File: src/rtl/ec_ctr_pkg.sv
`default_nettype none
// ============================================================================
// Module      : ec_ctr_pkg
// Description : Shared state codes for the main controller and rd_data_ctr.
// Revision    : 1.0 - initial release
// ============================================================================
package ec_ctr_pkg;

    localparam int c_STATE_W = 3;

    typedef enum logic [2:0] {
        IDLE         = 3'd0,
        RD_DATA      = 3'd1,
        GENERATE_IND = 3'd2,
        POP_RF       = 3'd3,
        OUTPUT       = 3'd4
    } main_state_e;

    typedef enum logic [1:0] {
        S_IDLE  = 2'd0,
        S_FETCH = 2'd1,
        S_DONE  = 2'd2,
        S_HOLD  = 2'd3
    } rd_state_e;

endpackage
`default_nettype wire

File: src/rtl/rd_data_ctr_if.sv
`default_nettype none
// ============================================================================
// Module      : rd_data_ctr_if
// Description : Data-memory read port and register-file write port bundle.
// Revision    : 1.0 - initial release
// ============================================================================
interface rd_data_ctr_if #(
    parameter int DATA_W = 8,
    parameter int ADDR_W = 4
);
    logic              mem_req;
    logic [ADDR_W-1:0] mem_addr;
    logic              mem_ack;
    logic [DATA_W-1:0] mem_rdata;
    logic              rf_we;
    logic [ADDR_W-1:0] rf_waddr;
    logic [DATA_W-1:0] rf_wdata;

    modport master (
        output mem_req, mem_addr, rf_we, rf_waddr, rf_wdata,
        input  mem_ack, mem_rdata
    );

    modport slave (
        input  mem_req, mem_addr, rf_we, rf_waddr, rf_wdata,
        output mem_ack, mem_rdata
    );
endinterface
`default_nettype wire

File: src/rtl/rd_addr_cnt.sv
`default_nettype none
// ============================================================================
// Module      : rd_addr_cnt
// Description : Clearable, enabled word counter with terminal-count flag.
// Revision    : 1.0 - initial release
// ============================================================================
module rd_addr_cnt #(
    parameter int ADDR_W    = 4,
    parameter int NUM_WORDS = 16
) (
    input  wire               clk,
    input  wire               rst,
    input  wire               i_clr,
    input  wire               i_en,
    output logic [ADDR_W-1:0] o_count,
    output logic              o_tc
);
    localparam logic [ADDR_W-1:0] c_LAST = ADDR_W'(NUM_WORDS - 1);

    logic [ADDR_W-1:0] r_count;

    // Clear wins over enable so the last transfer leaves the counter at zero.
    always_ff @(posedge clk) begin
        if (rst || i_clr) begin
            r_count <= '0;
        end else if (i_en) begin
            r_count <= r_count + ADDR_W'(1);
        end
    end

    assign o_count = r_count;
    assign o_tc    = (r_count == c_LAST);
endmodule
`default_nettype wire

File: src/rtl/rd_data_ctr.sv
`default_nettype none
// ============================================================================
// Module      : rd_data_ctr
// Description : Read phase: fetch NUM_WORDS words over req/ack and write them
//               to the register file. Optional macro RD_DATA_CHECKSUM_EN adds
//               a running chk_sum output.
// Revision    : 1.0 - initial release
// ============================================================================
module rd_data_ctr
    import ec_ctr_pkg::*;
#(
    parameter int DATA_W    = 8,
    parameter int NUM_WORDS = 16,
    parameter int ADDR_W    = 4
) (
    input  wire                   clk,
    input  wire                   rst,
    input  wire [c_STATE_W-1:0]   current_state,
    rd_data_ctr_if.master         bus,
    output logic                  rd_done
`ifdef RD_DATA_CHECKSUM_EN
    ,
    output logic [DATA_W-1:0]     chk_sum
`endif
);
    rd_state_e         r_state;
    rd_state_e         w_state_nxt;
    logic              w_run;
    logic              w_xfer;
    logic              w_req_nxt;
    logic              w_done_nxt;
    logic              w_cnt_clr;
    logic              w_cnt_en;
    logic [ADDR_W-1:0] w_count;
    logic              w_tc;

    logic              r_mem_req;
    logic              r_rf_we;
    logic              r_rd_done;
    logic [ADDR_W-1:0] r_rf_waddr;
    logic [DATA_W-1:0] r_rf_wdata;

    assign w_run  = (current_state == RD_DATA);
    assign w_xfer = r_mem_req && bus.mem_ack;

    rd_addr_cnt #(
        .ADDR_W    (ADDR_W),
        .NUM_WORDS (NUM_WORDS)
    ) u_addr_cnt (
        .clk     (clk),
        .rst     (rst),
        .i_clr   (w_cnt_clr),
        .i_en    (w_cnt_en),
        .o_count (w_count),
        .o_tc    (w_tc)
    );

    always_ff @(posedge clk) begin
        if (rst) begin
            r_state <= S_IDLE;
        end else begin
            r_state <= w_state_nxt;
        end
    end

    always_comb begin
        w_state_nxt = r_state;
        w_req_nxt   = 1'b0;
        w_done_nxt  = 1'b0;
        w_cnt_clr   = 1'b0;
        w_cnt_en    = 1'b0;
        case (r_state)
            S_IDLE: begin
                w_cnt_clr = 1'b1;
                if (w_run) begin
                    w_state_nxt = S_FETCH;
                    w_req_nxt   = 1'b1;
                end
            end
            S_FETCH: begin
                w_cnt_en = w_xfer;
                // Abort takes priority: the controller has moved on, so no rd_done.
                if (!w_run) begin
                    w_state_nxt = S_IDLE;
                    w_cnt_clr   = 1'b1;
                end else if (w_xfer && w_tc) begin
                    w_state_nxt = S_DONE;
                    w_cnt_clr   = 1'b1;
                    w_done_nxt  = 1'b1;
                end else begin
                    w_req_nxt   = 1'b1;
                end
            end
            S_DONE: begin
                w_state_nxt = S_HOLD;
            end
            S_HOLD: begin
                if (!w_run) begin
                    w_state_nxt = S_IDLE;
                    w_cnt_clr   = 1'b1;
                end
            end
            default: begin
                w_state_nxt = S_IDLE;
            end
        endcase
    end

    // A write is issued one cycle after every accepted word, including an
    // ack taken in an abort cycle.
    always_ff @(posedge clk) begin
        if (rst) begin
            r_mem_req  <= 1'b0;
            r_rd_done  <= 1'b0;
            r_rf_we    <= 1'b0;
            r_rf_waddr <= '0;
            r_rf_wdata <= '0;
        end else begin
            r_mem_req <= w_req_nxt;
            r_rd_done <= w_done_nxt;
            r_rf_we   <= w_xfer;
            if (w_xfer) begin
                r_rf_waddr <= w_count;
                r_rf_wdata <= bus.mem_rdata;
            end
        end
    end

    assign bus.mem_req  = r_mem_req;
    assign bus.mem_addr = w_count;
    assign bus.rf_we    = r_rf_we;
    assign bus.rf_waddr = r_rf_waddr;
    assign bus.rf_wdata = r_rf_wdata;
    assign rd_done      = r_rd_done;

`ifdef RD_DATA_CHECKSUM_EN
    logic [DATA_W-1:0] r_chk_sum;

    always_ff @(posedge clk) begin
        if (rst) begin
            r_chk_sum <= '0;
        end else if ((r_state == S_IDLE) && w_run) begin
            r_chk_sum <= '0;
        end else if (w_xfer) begin
            r_chk_sum <= r_chk_sum + bus.mem_rdata;
        end
    end

    assign chk_sum = r_chk_sum;
`endif
endmodule
`default_nettype wire

File: src/flat_wrapper.sv
// flat-port wrapper written by rule: the top's interface ports become plain ports
module rd_data_ctr_flat import ec_ctr_pkg::*;
#(
    parameter int DATA_W    = 8,
    parameter int NUM_WORDS = 16,
    parameter int ADDR_W    = 4
)
  (clk, rst, current_state, rd_done, bus_mem_req, bus_mem_addr, bus_rf_we, bus_rf_waddr, bus_rf_wdata, bus_mem_ack, bus_mem_rdata);
  rd_data_ctr_if #(.DATA_W(DATA_W), .ADDR_W(ADDR_W)) bus_i ();
  input  wire clk;
  input  wire rst;
  input  wire [c_STATE_W-1:0] current_state;
  output logic rd_done;
  output wire logic [$bits(bus_i.mem_req)-1:0] bus_mem_req;
  output wire logic [$bits(bus_i.mem_addr)-1:0] bus_mem_addr;
  output wire logic [$bits(bus_i.rf_we)-1:0] bus_rf_we;
  output wire logic [$bits(bus_i.rf_waddr)-1:0] bus_rf_waddr;
  output wire logic [$bits(bus_i.rf_wdata)-1:0] bus_rf_wdata;
  input wire logic [$bits(bus_i.mem_ack)-1:0] bus_mem_ack;
  input wire logic [$bits(bus_i.mem_rdata)-1:0] bus_mem_rdata;
  assign bus_mem_req = bus_i.mem_req;
  assign bus_mem_addr = bus_i.mem_addr;
  assign bus_rf_we = bus_i.rf_we;
  assign bus_rf_waddr = bus_i.rf_waddr;
  assign bus_rf_wdata = bus_i.rf_wdata;
  assign bus_i.mem_ack = bus_mem_ack;
  assign bus_i.mem_rdata = bus_mem_rdata;
  rd_data_ctr #(.DATA_W(DATA_W), .NUM_WORDS(NUM_WORDS), .ADDR_W(ADDR_W)) u_core (.clk(clk), .rst(rst), .current_state(current_state), .bus(bus_i), .rd_done(rd_done));
endmodule
File: config.mk
export PLATFORM = sky130hd
export DESIGN_NAME = rd_data_ctr_flat
export DESIGN_NICKNAME = d
export VERILOG_FILES = /design/src/rtl/ec_ctr_pkg.sv /design/src/rtl/rd_data_ctr_if.sv /design/src/rtl/rd_addr_cnt.sv /design/src/rtl/rd_data_ctr.sv /design/src/flat_wrapper.sv
export SDC_FILE = /design/constraint.sdc
export NUM_CORES = 1
export LEC_CHECK = 0
export CAP_MARGIN = 20
export CORE_MARGIN = 4
export CORE_UTILIZATION = 41
export DETAILED_ROUTE_END_ITERATION = 6
export PLACE_DENSITY = 0.81
export SETUP_SLACK_MARGIN = 0.1
export SLEW_MARGIN = 20
export SYNTH_ARGS = -nofsm -noshare
export SYNTH_HDL_FRONTEND = slang
export SYNTH_SLANG_ARGS = --single-unit
File: constraint.sdc
create_clock -name clk -period 1.8 [get_ports clk]
set_clock_uncertainty 0.1 [all_clocks]
set_input_delay 0.36 -clock clk [delete_from_list [all_inputs] [get_ports clk]]
set_output_delay 0.36 -clock clk [all_outputs]
set_load 0.05 [all_outputs]
# Word level (Yosys, flattened, before mapping)
# Cells that the tools add are included.
[word_totals]
ff_bits = 21
inputBits = 14
output_inout_bits = 19
word_cells = 38
[op_classes]
n_addsub = 1
eq_ne = 8
mux = 14
bitwise = 2
n_reduce_logical = 6
[ops]
columns = ["cell", "n"]
rows = [
  ["2-bit 2-to-1 mux", 4],
  ["2-bit case mux with 4 select lines", 1],
  ["1-bit 2-to-1 mux", 7],
  ["4-bit by 1-bit adder with 4-bit output, second input constant", 1],
  ["2-bit equality test, second input constant", 2],
  ["4-bit equality test, second input constant", 1],
  ["3-bit by 1-bit equality test with 1-bit output, second input constant", 1],
  ["3-bit inequality test, second input constant", 1],
  ["1-bit case mux with 3 select lines", 1],
  ["3-bit AND reduction", 1],
  ["3-bit OR reduction", 1],
  ["2-bit by 1-bit equality test with 1-bit output, second input constant", 1],
  ["1-bit logical AND", 2],
  ["2-bit zero test", 1],
  ["2-bit by 1-bit inequality test with 1-bit output, second input constant", 1],
  ["2-bit inequality test, second input constant", 1],
  ["1-bit inverter", 2],
  ["1-bit case mux with 2 select lines", 1],
  ["1-bit logical OR", 1],
]

# Longest topological paths before layout
[logic_depth]
depth_word = 6
mapped_depth = 4
mapped_depth_nobuf = 4

# Hierarchy
# Synthesis repeated with hierarchy kept, for this count alone.
[unflattened]
cells_unflattened = 93
hier_area_um2 = 815.8
[modules_own_cells]
columns = ["mod", "instances", "cells_each", "area_per_inst_um2"]
rows = [
  ["rd_data_ctr", 1, 75, 621.8],
  ["rd_addr_cnt", 1, 18, 193.9],
]

# Worst setup path before layout
# No wires, ideal clock.
[synth_path]
path_type = "reg-to-reg"
start = "register u_core.u_addr_cnt.r_count[0] (netlist: u_core.u_addr_cnt.o_count[0])"
end = "register u_core.u_addr_cnt.r_count[2] (netlist: u_core.u_addr_cnt.o_count[2])"
setup_ns = 0.079
arrival_ns = 1.539
t_required_ns = 1.621
path_slack_ns = 0.082
stages_incl_launch_ff = 5
path_buffers = 0
synth_period_minus_slack_ns = 1.718
cell_sequence = "dfxtp_1 -> ha_1 -> inv_1 -> or3_1 -> a211oi_2"
[synth_between]
elab_chain_len = 6
word_cells_on_any_way = 7
[synth_lines]
columns = ["item", "line", "source"]
rows = [
  ["from (decl)", "rd_addr_cnt.sv:20", "logic [ADDR_W-1:0] r_count;"],
  ["from (signal assigned)", "rd_addr_cnt.sv:27", "r_count <= r_count + ADDR_W'(1);"],
  ["4-bit equality test", "rd_addr_cnt.sv:32", "assign o_tc = (r_count == c_LAST);"],
  ["1-bit logical AND", "rd_data_ctr.sv:86", "end else if (w_xfer && w_tc) begin"],
  ["1-bit 2-to-1 mux", "rd_data_ctr.sv:86", ""],
  ["1-bit 2-to-1 mux", "rd_data_ctr.sv:83", "if (!w_run) begin"],
  ["1-bit case mux with 3 select lines", "rd_data_ctr.sv:72", "case (r_state)"],
  ["1-bit logical OR", "rd_addr_cnt.sv:24", "if (rst || i_clr) begin"],
]
# Several ways; a longest one is shown, not always the timed one.
# A chain may end at the register's enable or synchronous reset.

# Final worst setup path
[layout_path]
start = "input port bus_mem_ack"
end = "register u_core.u_addr_cnt.r_count[1] (netlist: u_core.u_addr_cnt.o_count[1])"
[layout_between]
elab_chain_len = 6
word_cells_on_any_way = 7
[layout_lines]
columns = ["item", "line", "source"]
rows = [
  ["from (decl)", "flat_wrapper.sv:19", "input wire logic [$bits(bus_i.mem_ack)-1:0] bus_mem_ack;"],
  ["1-bit logical AND *", "rd_data_ctr.sv:44", "assign w_xfer = r_mem_req && bus.mem_ack;"],
  ["1-bit logical AND", "rd_data_ctr.sv:86", ""],
  ["1-bit 2-to-1 mux", "rd_data_ctr.sv:86", ""],
  ["1-bit 2-to-1 mux", "rd_data_ctr.sv:83", ""],
  ["1-bit case mux with 3 select lines", "rd_data_ctr.sv:72", ""],
  ["1-bit logical OR", "rd_addr_cnt.sv:24", ""],
]
# Mark *: on every way between the ends. The rest lies on a longest branch, timed or not.

==> flow_metrics.py <==
metrics = {
    "detailed_routing": {
        "route.vias.total": 741,
        "routedWlPerCell_um": 11.8,
        "ant_nets": 0,
        "drt-vias-per-instance": 4.81,
        "drc_errors": 0,
        "detailedRoute.firstPassIterationCount": 4,
        "drtIter0Drc": 3,
        "wl_um": 1820,
    },
    "placement": {
        "routabilityCongestion": 0.788,
        "hpwlAfterDp_um": 1390,
        "dp_cells": 150,
        "dpl_worst_slack_ps": -66.5,
        "placement.io_buffers": 32,
        "placement.cell_area_um2": 1160,
    },
    "status": {
        "status": "completed",
    },
    "global_route": {
        "grt_pass1_wl_um": 3020,
        "grtUsageMet3_pct": 3.70,
        "grt_util_met1_pct": 16.4,
        "grt_util_met2_pct": 26.4,
        "grt_usage_pct": 15.1,
        "busiest_metal_layer_after_global_routing": "met2",
        "grt_pass1_vias": 746,
        "pin_count_of_the_biggest_net_entering_global_routing": 14,
        "antenna_found_initial": 0,
        "grt_overflow_total": 0,
    },
    "synth": {
        "async_flop_share_pct": 0,
        "synth-seq-cells": 21,
        "synth_top_family_by_area": "simple AND/OR/NAND/NOR gates",
        "synthXorXnorAreaFrac_pct": 1.09,
        "ys_dominant_reg_cell": "sky130_fd_sc_hd__dfxtp_1",
        "post_synth_num_cell_types": 24,
        "yosys_warnings": 0,
        "synth_compound_area_share_pct": 16.5,
        "share_of_cell_area_taken_by_muxes_after_synthesis_pct": 1.24,
        "number_of_synthesized_flops_with_an_enable_pin": 0,
        "syn-num-nets": 105,
        "synthSimpleGateAreaFrac_pct": 25.0,
        "netlist_area_pre_place_um2": 806,
        "synth_fa_ha_area_share_pct": 1.55,
        "syn_area_per_cell_um2": 8.95,
        "syn_inst": 90,
        "synth.yosys.seq_area_share_pct": 52.2,
    },
    "critical_path": {
        "worst_case_register_to_register_setup_slack_ps": 360,
        "worstPathRequired_ps": 1890,
        "timing.critical_path.to_type": "flip-flop",
        "worstRegToRegCells": 3,
        "r2r-end": "u_core.u_addr_cnt.o_count[3]",
        "timing.critical_path.fanout_max": 4,
        "timing.rr.start": "u_core.bus.mem_req",
        "crit_path_start_kind": "primary input",
        "timing_worst_setup_path_type": "primary input to flip-flop",
        "crit_arrival_ps": 1630,
    },
    "timing": {
        "final_min_period_over_clock_period_pct": 85.6,
        "fin_ws_ps": 260,
        "finalHoldViolCount": 0,
        "setup_violations": 0,
        "slew-limit-headroom_pct": 71.3,
        "timing_worst_slew_pin_value_ps": 431,
        "timing.setup.tns_ps": 0,
        "hold_ws_ps": 363,
        "timing.fmax_mhz": 649,
        "maxSlewViolCount": 0,
        "layout_min_cycle_time_ps": 1540,
        "grt_setup_unrepaired": "no",
    },
    "cells_and_area": {
        "insertedDiodeCount": 0,
        "drive_gt1_share_pct": 28.7,
        "post-route-cell-area_um2": 1190,
        "synth_to_final_area_change_pct": 47.4,
        "nets": 145,
        "postLayoutCoreUtil_pct": 65.9,
        "final-instance-count-excl-fill": 154,
    },
    "power": {
        "p_per_area_nw_per_um2": 651,
        "finalPower_mw": 0.773,
        "power.leakage_nw": 0.467,
        "max-vdd-ir-drop_mv": 0.402,
    },
    "floorplanning": {
        "core_area_um2": 1800,
        "horizontal_die_dimension_um": 52.3,
        "placementRows": 15,
        "initial_utilization_pct": 44.7,
        "die_height_um": 52.3,
        "ports_placed_on_the_boundary": 33,
        "die_area_um2": 2740,
    },
    "clocking": {
        "cts_tree": "built",
        "post_cts_hold_buffers": 0,
        "post_cts_resized": 0,
        "clock_sink_count": 21,
        "cts_max_path_buffers": 2,
        "cts-buffers-inserted": 3,
        "cts.root.buffer_cell": "sky130_fd_sc_hd__clkbuf_4",
        "insertion_delay_ps": 300,
        "clkSlewWorstSetupHoldPaths_ps": 120,
        "ctsHtreeMaxLevel": 1,
        "cts.repair_timing.setup_buffer_count": 0,
    },
    "hold_path": {
        "sink_of_the_worst_hold_path": "u_core.bus.rf_waddr[2]",
        "hold_path.startpoint": "u_core.bus.rf_waddr[2]",
        "hold_path_depth": 2,
        "hold_path.class": "flip-flop to flip-flop",
    },
    "flow_run": {
        "maxCapViolations": 0,
    },
}
==> placed cells by master (no fill, tap or decap), types with 2 or more instances in the layout <==
master and instances:
sky130_fd_sc_hd__or3_1 3, sky130_fd_sc_hd__a211oi_2 2, sky130_fd_sc_hd__nor2_1 3, sky130_fd_sc_hd__nor3_1 2
sky130_fd_sc_hd__buf_4 24, sky130_fd_sc_hd__o21ai_0 2, sky130_fd_sc_hd__clkdlybuf4s50_1 13, sky130_fd_sc_hd__nand2_1 24
sky130_fd_sc_hd__dfxtp_1 19, sky130_fd_sc_hd__dfxtp_2 2, sky130_fd_sc_hd__nand3_1 3, sky130_fd_sc_hd__clkbuf_4 3
sky130_fd_sc_hd__inv_1 2, sky130_fd_sc_hd__a21oi_1 13
==> kinds of logic after synthesis <==
family                     Yosys count
muxes                                1
adders and majority gates            1
AOI/OAI and AO/OA                   21
xor gates and xnor gates             1
and+or+nand+nor                     40
DFF                                 21
buffers and inverters                5
==> sequential cells by signal (all words and copies together), names as in the netlist, named ones only <==
register,flops
u_core.bus.rf_we,1
u_core.bus.rf_wdata,8
u_core.bus.rf_waddr,4
u_core.u_addr_cnt.o_count,4
u_core.rd_done,1
u_core.bus.mem_req,1
u_core.r_state,1
==> layer usage <==
metal | vias to the layer above | share of wire [%] | wire [um]
li1 | 387 | - | -
met1 | 321 | 42 | 772
met2 | 29 | 48 | 870
met3 | 4 | 8.1 | 147
met4 | 0 | 1.6 | 29
met5 | - | 0 | 0
==> critical path, stage by stage <==
cell                              delay [ps]
sky130_fd_sc_hd__clkdlybuf4s50_1         540
sky130_fd_sc_hd__buf_4                   150
sky130_fd_sc_hd__nand3_1                 110
sky130_fd_sc_hd__o22ai_1                 380
sky130_fd_sc_hd__nor3_1                   90
==> report_power, final <==
group          leakage, nW  internal (mW)  total, mW  switching (mW)
Sequential           0.170          0.468      0.472         0.00349
Combinational        0.283         0.0385     0.0693          0.0309
Clock               0.0139         0.0847      0.232           0.148
Total                0.467          0.591      0.773           0.182
==> Yosys cell counts, types with 2 or more instances <==
master                      n  area share [%]
sky130_fd_sc_hd__nand2_1   24              11
sky130_fd_sc_hd__or3_1      3             2.3
sky130_fd_sc_hd__o21ai_0    2             1.2
sky130_fd_sc_hd__clkbuf_1   2            0.93
sky130_fd_sc_hd__inv_1      2            0.93
sky130_fd_sc_hd__a211oi_2   2             3.1
sky130_fd_sc_hd__nand3_1    3             1.9
sky130_fd_sc_hd__dfxtp_1   21              52
sky130_fd_sc_hd__nor3_1     2             1.2
sky130_fd_sc_hd__nor2_1     3             1.4
sky130_fd_sc_hd__a21oi_1   13             8.1
==> worst max-delay path by stage <==
stage	from	endpoint	slack [ps]	cells after the start
4_1_cts	bus_mem_ack	u_core.u_addr_cnt.o_count[1]	260	5
3_5_place_dp	current_state[0]	flip-flop	-70	4
2_1_floorplan	u_core.bus.mem_req	u_core.u_addr_cnt.o_count[3]	170	3
6_report	bus_mem_ack	u_core.u_addr_cnt.o_count[1]	260	5
3_3_place_gp	bus_mem_ack	u_core.u_addr_cnt.o_count[1]	-20	5
5_1_grt	bus_mem_ack	u_core.bus.rf_wdata[7]	230	5
==> cell type report <==
type                    instances  area (um^2)
clock inverters                 1         7.51
fillers                       164          614
multi-input cells              64          365
inverters                       2         7.51
repair buffers                 38          330
clock buffers                   3         22.5
well taps                      25         31.3
flip-flops and latches         21          423
Note: power is estimated with default switching activity, not from simulation.
==> variant (config.mk and constraints unchanged) <==
`ADDR_W` is set to 4 in 4 places; all go to 3.
--- a/src/rtl/rd_data_ctr_if.sv
+++ b/src/rtl/rd_data_ctr_if.sv
@@ -6,7 +6,7 @@
 // ============================================================================
 interface rd_data_ctr_if #(
     parameter int DATA_W = 8,
-    parameter int ADDR_W = 4
+    parameter int ADDR_W = 3
 );
     logic              mem_req;
     logic [ADDR_W-1:0] mem_addr;
--- a/src/rtl/rd_addr_cnt.sv
+++ b/src/rtl/rd_addr_cnt.sv
@@ -5,7 +5,7 @@
 // Revision    : 1.0 - initial release
 // ============================================================================
 module rd_addr_cnt #(
-    parameter int ADDR_W    = 4,
+    parameter int ADDR_W    = 3,
     parameter int NUM_WORDS = 16
 ) (
     input  wire               clk,
--- a/src/rtl/rd_data_ctr.sv
+++ b/src/rtl/rd_data_ctr.sv
@@ -11,7 +11,7 @@
 #(
     parameter int DATA_W    = 8,
     parameter int NUM_WORDS = 16,
-    parameter int ADDR_W    = 4
+    parameter int ADDR_W    = 3
 ) (
     input  wire                   clk,
     input  wire                   rst,
--- a/src/flat_wrapper.sv
+++ b/src/flat_wrapper.sv
@@ -3,7 +3,7 @@
 #(
     parameter int DATA_W    = 8,
     parameter int NUM_WORDS = 16,
-    parameter int ADDR_W    = 4
+    parameter int ADDR_W    = 3
 )
   (clk, rst, current_state, rd_done, bus_mem_req, bus_mem_addr, bus_rf_we, bus_rf_waddr, bus_rf_wdata, bus_mem_ack, bus_mem_rdata);
   rd_data_ctr_if #(.DATA_W(DATA_W), .ADDR_W(ADDR_W)) bus_i ();
Ports: changed (resized bus_mem_addr and bus_rf_waddr); port bits go from 33 to 31. The function was not compared with the original's and may differ.
==> variant against the unedited design <==
Global-route usage is 1.6 points lower. Area after synthesis shrank 8.4%. Sequential cell count decreased by 2. Sequential power fell by 9.7%. Worst setup slack gained 140 ps. Cell area is 12% lower. Power fell by 10%. Register-to-register slack better by 70 ps. Wire length is 13% lower. Worst hold slack got worse by 1.9 ps. Largest power group unchanged. Critical path depth shrank 4.
==> variant: results (changes against the unedited design) <==
{| class="wikitable"
! Metric !! Value
|-
| Status || completed (unchanged)
|-
| Layout cells sized above 1 || 22.6% (was 28.7%)
|-
| Number of DRC markers after the initial detailed-route iteration || 4 (was 3)
|-
| # port buffers || 30 (was 32)
|-
| Final Instance Count excl. Fillers || 140 (was 154)
|-
| Total track usage || 13.5% (was 15.1%)
|-
| Data arrival time of the critical path || 940 ps (was 1630 ps)
|-
| Area post-placement || 0.00101 mm^2 (was 0.00116 mm^2)
|-
| Via density || 4.72 (was 4.81)
|-
| Reported net switching power || 147 uW (was 182 uW)
|-
| Final total power || 693 uW (was 773 uW)
|-
| Final net count || 132 (was 145)
|-
| Net Count, Synth || 99 (was 105)
|-
| Worst slew pin tran || 369 ps (was 431 ps)
|-
| Critical path's largest stage delay || 420 ps (was 540 ps)
|-
| Seq group || 426 uW (was 472 uW)
|-
| Clock latency of the later-clocked register in the worst-skew pair || 280 ps (was 300 ps)
|-
| Half-perimeter wire length after placement || 1250 um (was 1390 um)
|-
| Post-Synth XOR/XNOR Area || 1.19% (was 1.09%)
|-
| Clock input transition at the sequential cells of the worst setup and hold paths || 100 ps (was 120 ps)
|-
| Seq/Total Area, Yosys || 51.5% (was 52.2%)
|-
| Critical path fanouts, max || 5 (was 4)
|-
| Leak Pwr || 0.000449 uW (was 0.000467 uW)
|-
| First-pass GRT wire length || 2590 um (was 3020 um)
|-
| Average cell area after synthesis || 8.89 um^2 (was 8.95 um^2)
|-
| Multiplexer share of the synthesized area || 2.71% (was 1.24%)
|-
| Share of power burned in combinational logic || 9.7% (was 9.0%)
|-
| Critical-path cell with the highest stage delay || sky130_fd_sc_hd__dfxtp_1 (was sky130_fd_sc_hd__clkdlybuf4s50_1)
|-
| Via count of the first global-routing pass || 625 (was 746)
|-
| Dominant cells by area after synthesis || sky130_fd_sc_hd__dfxtp_1 (52%), sky130_fd_sc_hd__nand2_1 (12%), sky130_fd_sc_hd__a21oi_1 (8.8%) (was sky130_fd_sc_hd__dfxtp_1 (52%), sky130_fd_sc_hd__nand2_1 (11%), sky130_fd_sc_hd__a21oi_1 (8.1%))
|-
| Fraction of the mapped netlist area in adder cells || 3.39% (was 1.55%)
|}
## variant: final cells by class
| class | count | area (um^2) |
|---|---|---|
| flip-flops and latches | 19 | 380 |
| fillers | 160 | 667 |
| repair buffers | 31 | 265 |
| multi-input cells | 58 | 327 |
| well taps | 25 | 31.3 |
| inverters | 3 | 11.3 |
| clock buffers | 4 | 26.3 |
## variant: worst paths after layout
kind | start | to | slack, ps | cells past startpoint
max | u_core.bus.mem_req | bus_mem_req | 400 | 1
min | u_core.bus.rf_wdata[0] | u_core.bus.rf_wdata[0] | 360 | 2
max reg2reg | u_core.u_addr_cnt.o_count[0] | u_core.u_addr_cnt.o_count[1] | 430 | 5
min reg2reg | u_core.bus.rf_wdata[0] | u_core.bus.rf_wdata[0] | 360 | 2
## variant: routing by layer
layer | global-route usage (%) | wire (um)
met5 | 0 | 0
met4 | 8.07 | 25
met3 | 3.56 | 127
met2 | 22.4 | 735
met1 | 15.4 | 689
